==> src/rtl/hack_boot_loader_if.sv <==
// Byte-stream, instruction-ROM write and CPU control signals of the Hack boot loader.
// The slave modport is the loader's view; the master modport is the surrounding
// system (host link, ROM, CPU) as seen from the outside.
interface hack_boot_loader_if #(
  parameter int ROM_AW = 15
);
  logic              boot_req;
  logic [7:0]        rx_data;
  logic              rx_valid;
  logic              rx_ready;
  logic              rom_we;
  logic [ROM_AW-1:0] rom_addr;
  logic [15:0]       rom_wdata;
  logic              cpu_reset;
  logic              done;
  logic              error;
  logic [ROM_AW:0]   words_loaded;

  modport master (
    output boot_req, rx_data, rx_valid,
    input  rx_ready, rom_we, rom_addr, rom_wdata, cpu_reset, done, error, words_loaded
  );

  modport slave (
    input  boot_req, rx_data, rx_valid,
    output rx_ready, rom_we, rom_addr, rom_wdata, cpu_reset, done, error, words_loaded
  );
endinterface

==> src/rtl/hack_boot_loader.sv <==
// Hack CPU boot loader: receives a length-prefixed, big-endian image over an 8-bit
// valid/ready byte stream, writes it into instruction ROM from address 0, checks the
// trailing modulo-256 checksum and only then releases the CPU from reset.
// Optional build macro HACK_BOOT_TIMEOUT_EN adds an inter-byte timeout of
// TIMEOUT_CYCLES clocks in every loading state except LEN_HI.
// ROM_AW must match the interface parameter and be at most 16.
module hack_boot_loader #(
  parameter int ROM_AW         = 15,
  parameter int TIMEOUT_CYCLES = 1000000
) (
  input  logic               clock,
  input  logic               reset,
  hack_boot_loader_if.slave  bus
);

  typedef enum logic [2:0] {
    S_LEN_HI,
    S_LEN_LO,
    S_DATA_HI,
    S_DATA_LO,
    S_CSUM,
    S_RUN,
    S_ERROR
  } state_e;

  // Largest image that fits the ROM, in words.
  localparam logic [16:0] MAX_WORDS = 17'd1 << ROM_AW;

  state_e            state_q, state_d;
  logic [7:0]        len_hi_q, len_hi_d;
  logic [15:0]       len_q, len_d;
  logic [7:0]        data_hi_q, data_hi_d;
  logic [7:0]        acc_q, acc_d;
  logic [ROM_AW:0]   words_q, words_d;
  logic              rom_we_q, rom_we_d;
  logic [ROM_AW-1:0] rom_addr_q, rom_addr_d;
  logic [15:0]       rom_wdata_q, rom_wdata_d;
  logic              cpu_reset_q, cpu_reset_d;
  logic              done_q, done_d;
  logic              error_q, error_d;

  logic              rx_ready;
  logic              accept;
  logic              timeout_hit;
  logic [16:0]       len_full;
  logic [ROM_AW:0]   words_inc;

  assign rx_ready  = (state_q != S_RUN) && (state_q != S_ERROR);
  assign accept    = bus.rx_valid && rx_ready;
  assign len_full  = {1'b0, len_hi_q, bus.rx_data};
  assign words_inc = words_q + (ROM_AW+1)'(1);

`ifdef HACK_BOOT_TIMEOUT_EN
  localparam int TO_W = $clog2(TIMEOUT_CYCLES + 1);

  logic [TO_W-1:0] to_q, to_d;
  logic            timed;

  assign timed = (state_q == S_LEN_LO) || (state_q == S_DATA_HI) ||
                 (state_q == S_DATA_LO) || (state_q == S_CSUM);

  // Idle-cycle counter: restarts on every accepted byte and outside the timed states.
  always_comb begin
    to_d        = to_q;
    timeout_hit = 1'b0;
    if (!timed || accept) begin
      to_d = '0;
    end else if (to_q == TO_W'(TIMEOUT_CYCLES - 1)) begin
      timeout_hit = 1'b1;
      to_d        = '0;
    end else begin
      to_d = to_q + TO_W'(1);
    end
  end

  // Timeout counter register.
  always_ff @(posedge clock) begin
    if (reset) begin
      to_q <= '0;
    end else begin
      to_q <= to_d;
    end
  end
`else
  assign timeout_hit = 1'b0;
`endif

  // Next-state and output decode: bytes advance the frame parser, DATA_LO bytes
  // schedule a ROM write for the following cycle.
  always_comb begin
    state_d     = state_q;
    len_hi_d    = len_hi_q;
    len_d       = len_q;
    data_hi_d   = data_hi_q;
    acc_d       = acc_q;
    words_d     = words_q;
    rom_we_d    = 1'b0;
    rom_addr_d  = rom_addr_q;
    rom_wdata_d = rom_wdata_q;

    case (state_q)
      S_LEN_HI: begin
        if (accept) begin
          len_hi_d = bus.rx_data;
          acc_d    = acc_q + bus.rx_data;
          state_d  = S_LEN_LO;
        end
      end
      S_LEN_LO: begin
        if (accept) begin
          len_d = {len_hi_q, bus.rx_data};
          acc_d = acc_q + bus.rx_data;
          if (len_full > MAX_WORDS) begin
            state_d = S_ERROR;
          end else if (len_full == 17'd0) begin
            state_d = S_CSUM;
          end else begin
            state_d = S_DATA_HI;
          end
        end
      end
      S_DATA_HI: begin
        if (accept) begin
          data_hi_d = bus.rx_data;
          acc_d     = acc_q + bus.rx_data;
          state_d   = S_DATA_LO;
        end
      end
      S_DATA_LO: begin
        if (accept) begin
          rom_we_d    = 1'b1;
          rom_addr_d  = words_q[ROM_AW-1:0];
          rom_wdata_d = {data_hi_q, bus.rx_data};
          words_d     = words_inc;
          acc_d       = acc_q + bus.rx_data;
          if (17'(words_inc) == {1'b0, len_q}) begin
            state_d = S_CSUM;
          end else begin
            state_d = S_DATA_HI;
          end
        end
      end
      S_CSUM: begin
        if (accept) begin
          state_d = (bus.rx_data == acc_q) ? S_RUN : S_ERROR;
        end
      end
      S_RUN, S_ERROR: begin
        if (bus.boot_req) begin
          state_d = S_LEN_HI;
          words_d = '0;
          acc_d   = '0;
        end
      end
      default: begin
        state_d = S_ERROR;
      end
    endcase

    if (timeout_hit) begin
      state_d = S_ERROR;
    end

    // CPU released only once the checksum matched.
    cpu_reset_d = (state_d != S_RUN);
    done_d      = (state_d == S_RUN);
    error_d     = (state_d == S_ERROR);
  end

  // State and output registers; reset restores the idle, CPU-held configuration.
  always_ff @(posedge clock) begin
    if (reset) begin
      state_q     <= S_LEN_HI;
      len_hi_q    <= '0;
      len_q       <= '0;
      data_hi_q   <= '0;
      acc_q       <= '0;
      words_q     <= '0;
      rom_we_q    <= 1'b0;
      rom_addr_q  <= '0;
      rom_wdata_q <= '0;
      cpu_reset_q <= 1'b1;
      done_q      <= 1'b0;
      error_q     <= 1'b0;
    end else begin
      state_q     <= state_d;
      len_hi_q    <= len_hi_d;
      len_q       <= len_d;
      data_hi_q   <= data_hi_d;
      acc_q       <= acc_d;
      words_q     <= words_d;
      rom_we_q    <= rom_we_d;
      rom_addr_q  <= rom_addr_d;
      rom_wdata_q <= rom_wdata_d;
      cpu_reset_q <= cpu_reset_d;
      done_q      <= done_d;
      error_q     <= error_d;
    end
  end

  assign bus.rx_ready     = rx_ready;
  assign bus.rom_we       = rom_we_q;
  assign bus.rom_addr     = rom_addr_q;
  assign bus.rom_wdata    = rom_wdata_q;
  assign bus.cpu_reset    = cpu_reset_q;
  assign bus.done         = done_q;
  assign bus.error        = error_q;
  assign bus.words_loaded = words_q;

endmodule

==> src/flat_wrapper.sv <==
// flat-port wrapper written by rule: the top's interface ports become plain ports
module hack_boot_loader_flat 
#(
  parameter int ROM_AW         = 15,
  parameter int TIMEOUT_CYCLES = 1000000
)
  (clock, reset, bus_boot_req, bus_rx_data, bus_rx_valid, bus_rx_ready, bus_rom_we, bus_rom_addr, bus_rom_wdata, bus_cpu_reset, bus_done, bus_error, bus_words_loaded);
  hack_boot_loader_if #(.ROM_AW(ROM_AW)) bus_i ();
  input  logic clock;
  input  logic reset;
  input wire logic [$bits(bus_i.boot_req)-1:0] bus_boot_req;
  input wire logic [$bits(bus_i.rx_data)-1:0] bus_rx_data;
  input wire logic [$bits(bus_i.rx_valid)-1:0] bus_rx_valid;
  output wire logic [$bits(bus_i.rx_ready)-1:0] bus_rx_ready;
  output wire logic [$bits(bus_i.rom_we)-1:0] bus_rom_we;
  output wire logic [$bits(bus_i.rom_addr)-1:0] bus_rom_addr;
  output wire logic [$bits(bus_i.rom_wdata)-1:0] bus_rom_wdata;
  output wire logic [$bits(bus_i.cpu_reset)-1:0] bus_cpu_reset;
  output wire logic [$bits(bus_i.done)-1:0] bus_done;
  output wire logic [$bits(bus_i.error)-1:0] bus_error;
  output wire logic [$bits(bus_i.words_loaded)-1:0] bus_words_loaded;
  assign bus_i.boot_req = bus_boot_req;
  assign bus_i.rx_data = bus_rx_data;
  assign bus_i.rx_valid = bus_rx_valid;
  assign bus_rx_ready = bus_i.rx_ready;
  assign bus_rom_we = bus_i.rom_we;
  assign bus_rom_addr = bus_i.rom_addr;
  assign bus_rom_wdata = bus_i.rom_wdata;
  assign bus_cpu_reset = bus_i.cpu_reset;
  assign bus_done = bus_i.done;
  assign bus_error = bus_i.error;
  assign bus_words_loaded = bus_i.words_loaded;
  hack_boot_loader #(.ROM_AW(ROM_AW), .TIMEOUT_CYCLES(TIMEOUT_CYCLES)) u_core (.clock(clock), .reset(reset), .bus(bus_i));
endmodule
==> config.mk <==
export PLATFORM = sky130hd
export DESIGN_NAME = hack_boot_loader_flat
export DESIGN_NICKNAME = d
export VERILOG_FILES = /design/src/rtl/hack_boot_loader_if.sv /design/src/rtl/hack_boot_loader.sv /design/src/flat_wrapper.sv
export SDC_FILE = /design/constraint.sdc
export NUM_CORES = 1
export LEC_CHECK = 0
export ABC_AREA = 1
export CAP_MARGIN = 20
export CORE_ASPECT_RATIO = 0.6
export CORE_UTILIZATION = 50
export CTS_CLUSTER_DIAMETER = 120
export CTS_CLUSTER_SIZE = 14
export DETAILED_ROUTE_END_ITERATION = 7
export PLACE_DENSITY = 0.8
export SETUP_SLACK_MARGIN = 0.02
export SYNTH_ARGS = -nofsm -noshare
export SYNTH_HDL_FRONTEND = slang
export SYNTH_SLANG_ARGS = --single-unit
==> constraint.sdc <==
create_clock -name clock -period 2.8 [get_ports clock]
set_clock_uncertainty 0.05 [all_clocks]
set_input_delay 0.28 -clock clock [delete_from_list [all_inputs] [get_ports clock]]
set_output_delay 0.28 -clock clock [all_outputs]
set_load 0.1 [all_outputs]
==> reports/metrics.yaml <==
r2r-end: "u_core.state_q[1]"
placed_cells: 789
required_ps: 2950
cts_resized: 0
numPortBuffers: 63
synth_top_family_by_area: "simple AND/OR/NAND/NOR gates"
synth.cell_area_um2: 4470
critPathArrivalTime_ps: 2500
worst_slack_ps: 451
synth-xor-area-share_pct: 1.82
ff2ff_path_depth: 15
synth-simple-area-share_pct: 31.5
r2r_slack_ps: 450
path_delay_family: "simple AND/OR/NAND/NOR gates"
synth-compound-area-share_pct: 16.0
cts_hold_buf: 0
ys_types: 41
synth_seq_area_share_pct: 42.1
combinationalPowerShare_pct: 12.9
cp-start-kind: "flop"
final_cells: 805
antenna_found_initial: 0
synthFlopType: "dfxtp_1"
worst_pin_slew_ps: 628
synthArstFlopShare_pct: 0
irDropWorstVdd_uv: 388
layout_commonest_cell: "nand2_1"
r2r_start: "u_core.bus.words_loaded[1]"
htree_levels: 3
p_sw_share_pct: 26.8
routed_wl_um: 12200
crit_top_cell: "nand2_1"
cts.sinks: 94
vias: 4475
grt_pass1_wl_um: 19500
clk_pin_slew_ps: 70
drt-pass1-iter-count: 5
rsz0062_at_grt: "false"
clockBufferDepth: 2
fin_crit_ps: 2350
start_util_pct: 52.1
crit_slowest_cell: "dfxtp_1"
cts_buffers: 9
grt_pass1_vias: 3972
crit_type: "flop to flop"
yosys-mux-area-fraction_pct: 0
cts_tree: "yes"
cap_violations: 0
power.share.clock_pct: 41.0
timing.final.crit_share_pct: 83.9
endpoint: "u_core.state_q[1]"
gp_congestion: 1.00
netSwitchingPower_mw: 0.839
core_area_um2: 8590
final_hold_viol_count: 0
grt-ovfl-total: 0
die_area_um2: 9340
area_growth_pct: 22.2
p_int_mw: 2.29
final_max_slew_viol_count: 0
cp_cell_sequence: "ha_1 -> nand3_1 -> nor2_2 -> nand2_1 -> nand2_1 -> inv_2 -> nand2_2 -> nand2_1 -> nand3b_1 -> nor2_1 -> nand3_1 -> nand2_1 -> nand2_1 -> nand2_2 -> a21oi_1"
finalSetupViolations: 0
drive_above_1_share_pct: 16.9
std_cell_rows: 26
drc: 0
clkLatencyLatePin_ps: 340
wire_per_inst_um: 15.2
slew_headroom_pct: 57.7
ant_nets: 0
first_iter_violations: 383
critPathMaxStageDelay_ps: 460
grtUsageTotal_pct: 27.6
hpwl_um: 8940
io_pins: 64
yosys_warnings: 0
dp_slack_ps: 285
synth_cells: 618
startpoint: "u_core.bus.words_loaded[1]"
cts_setup_buffers: 0
n_antenna_cell: 0
outcome: "completed"
layout.nets: 709
placed_cell_area_um2: 5150
cellLeakagePower_nw: 2.37
die_w_um: 124
cts-root-buf: "clkbuf_16"
stdcell_area_um2: 5470
critPathCaptureType: "flop"
fmax_ghz: 0.426
post_synth_fa_ha_maj_area_fraction_pct: 2.68
worst-path-buf-inv: 1
synth_edf_count: 0
viasPerCell: 5.56
cp_max_fo: 6
synth-seq-cells: 94
grt_start_max_net_pins: 44
p_seq_share_pct: 46.1
final_cell_mix: "nand2_1 (136), dfxtp_1 (94), nor2_1 (81)"
hold_class: "flop to flop"
syn-num-nets: 639
tns_ps: 0
finalPower_mw: 3.13
cp.depth: 15
die_y_um: 75.3
power.density_nw_per_um2: 572
syn_area_per_cell_um2: 7.24
==> worst reg2reg max path: stages (launching register included) <==
cell      delay [ps]
dfxtp_1          460
ha_1             260
nand3_1          180
nor2_2           280
nand2_1           90
nand2_1           90
inv_2             50
nand2_2           60
nand2_1           50
nand3b_1         180
nor2_1           110
nand3_1           90
nand2_1           70
nand2_1           60
nand2_2           70
a21oi_1           60
==> registers in the layout, indices dropped and copies added (netlist names) <==
name and flops:
u_core.bus.rom_wdata 16, u_core.bus.cpu_reset 1, u_core.bus.words_loaded 16, u_core.len_q 16, u_core.state_q 3, u_core.data_hi_q 8
u_core.bus.rom_we 1, u_core.acc_q 8, u_core.bus.done 1, u_core.bus.error 1, u_core.len_hi_q 8, u_core.bus.rom_addr 15
==> worst min path at each step <==
stage                         endpoint                start  cells after the start
2_1_floorplan        u_core.bus.rom_we                reset                      1
3_3_place_gp   u_core.bus.rom_wdata[9]  u_core.data_hi_q[1]                      2
3_5_place_dp   u_core.bus.rom_wdata[8]  u_core.data_hi_q[0]                      2
4_1_cts        u_core.bus.rom_wdata[8]  u_core.data_hi_q[0]                      2
5_1_grt        u_core.bus.rom_wdata[8]  u_core.data_hi_q[0]                      2
6_report       u_core.bus.rom_wdata[8]  u_core.data_hi_q[0]                      2
==> logic make-up after synthesis <==
kind of cell    Yosys count
fa+ha+maj                 9
buf+inv                  71
flops                    94
simple gates            309
xor+xnor                  6
compound gates          129
==> power by group through the flow <==
stage               Sequential, mW  Clock, mW  Combinational (mW)
global placement              1.47          0               0.381
finish                        1.44       1.28               0.404
floorplan                     1.49          0               0.244
global route                  1.45       1.36               0.445
CTS                           1.44       1.31               0.396
detailed placement            1.47          0               0.393
==> cell type report <==
class                   instances  area [um^2]
well taps                     112          140
flip-flops and latches         94         1880
clock buffers                  11          253
clock inverters                 5         65.1
multi-input cells             453         2320
inverters                      53          199
repair buffers                 77          606
fillers                       783         3120
==> cell usage after synthesis (2+ instances only) <==
cell type / instances / area, um^2
nand2_1: 136 / 510
dfxtp_1: 94 / 1880
nor2_1: 81 / 304
a21oi_1: 54 / 270
o21ai_0: 50 / 250
inv_1: 46 / 173
nand3_1: 37 / 185
clkbuf_1: 16 / 60.1
nand2_2: 10 / 62.6
nand4_1: 10 / 62.6
nand3b_1: 9 / 67.6
ha_1: 8 / 100
o32ai_1: 7 / 61.3
nor2_2: 6 / 37.5
o21ai_1: 6 / 30.0
or2_2: 6 / 37.5
inv_2: 4 / 15.0
a32o_1: 3 / 30.0
clkinv_1: 3 / 11.3
nor2_4: 3 / 33.8
o31ai_1: 3 / 22.5
xor2_1: 3 / 26.3
buf_2: 2 / 10.0
nor3_1: 2 / 10.0
nor3_4: 2 / 32.5
nor4_1: 2 / 12.5
==> metal layers <==
layer / global-route usage (%) / wire [um] / up-vias
li1: - / - / 2203
met1: 40.9 / 6010 / 2062
met2: 38.9 / 5060 / 191
met3: 7.88 / 1050 / 19
met4: 7.01 / 130 / 0
met5: 0 / 0 / -
==> metrics by stage <==
stage | util, % | hold WS (ps)
after floorplan | - | 340
after global placement | 60.0 | 398
after detailed placement | 60.0 | 401
after CTS | 63.7 | 411
after global routing | 63.7 | 426
final | 63.7 | 406
No activity file was read; power rests on OpenSTA's default activity.
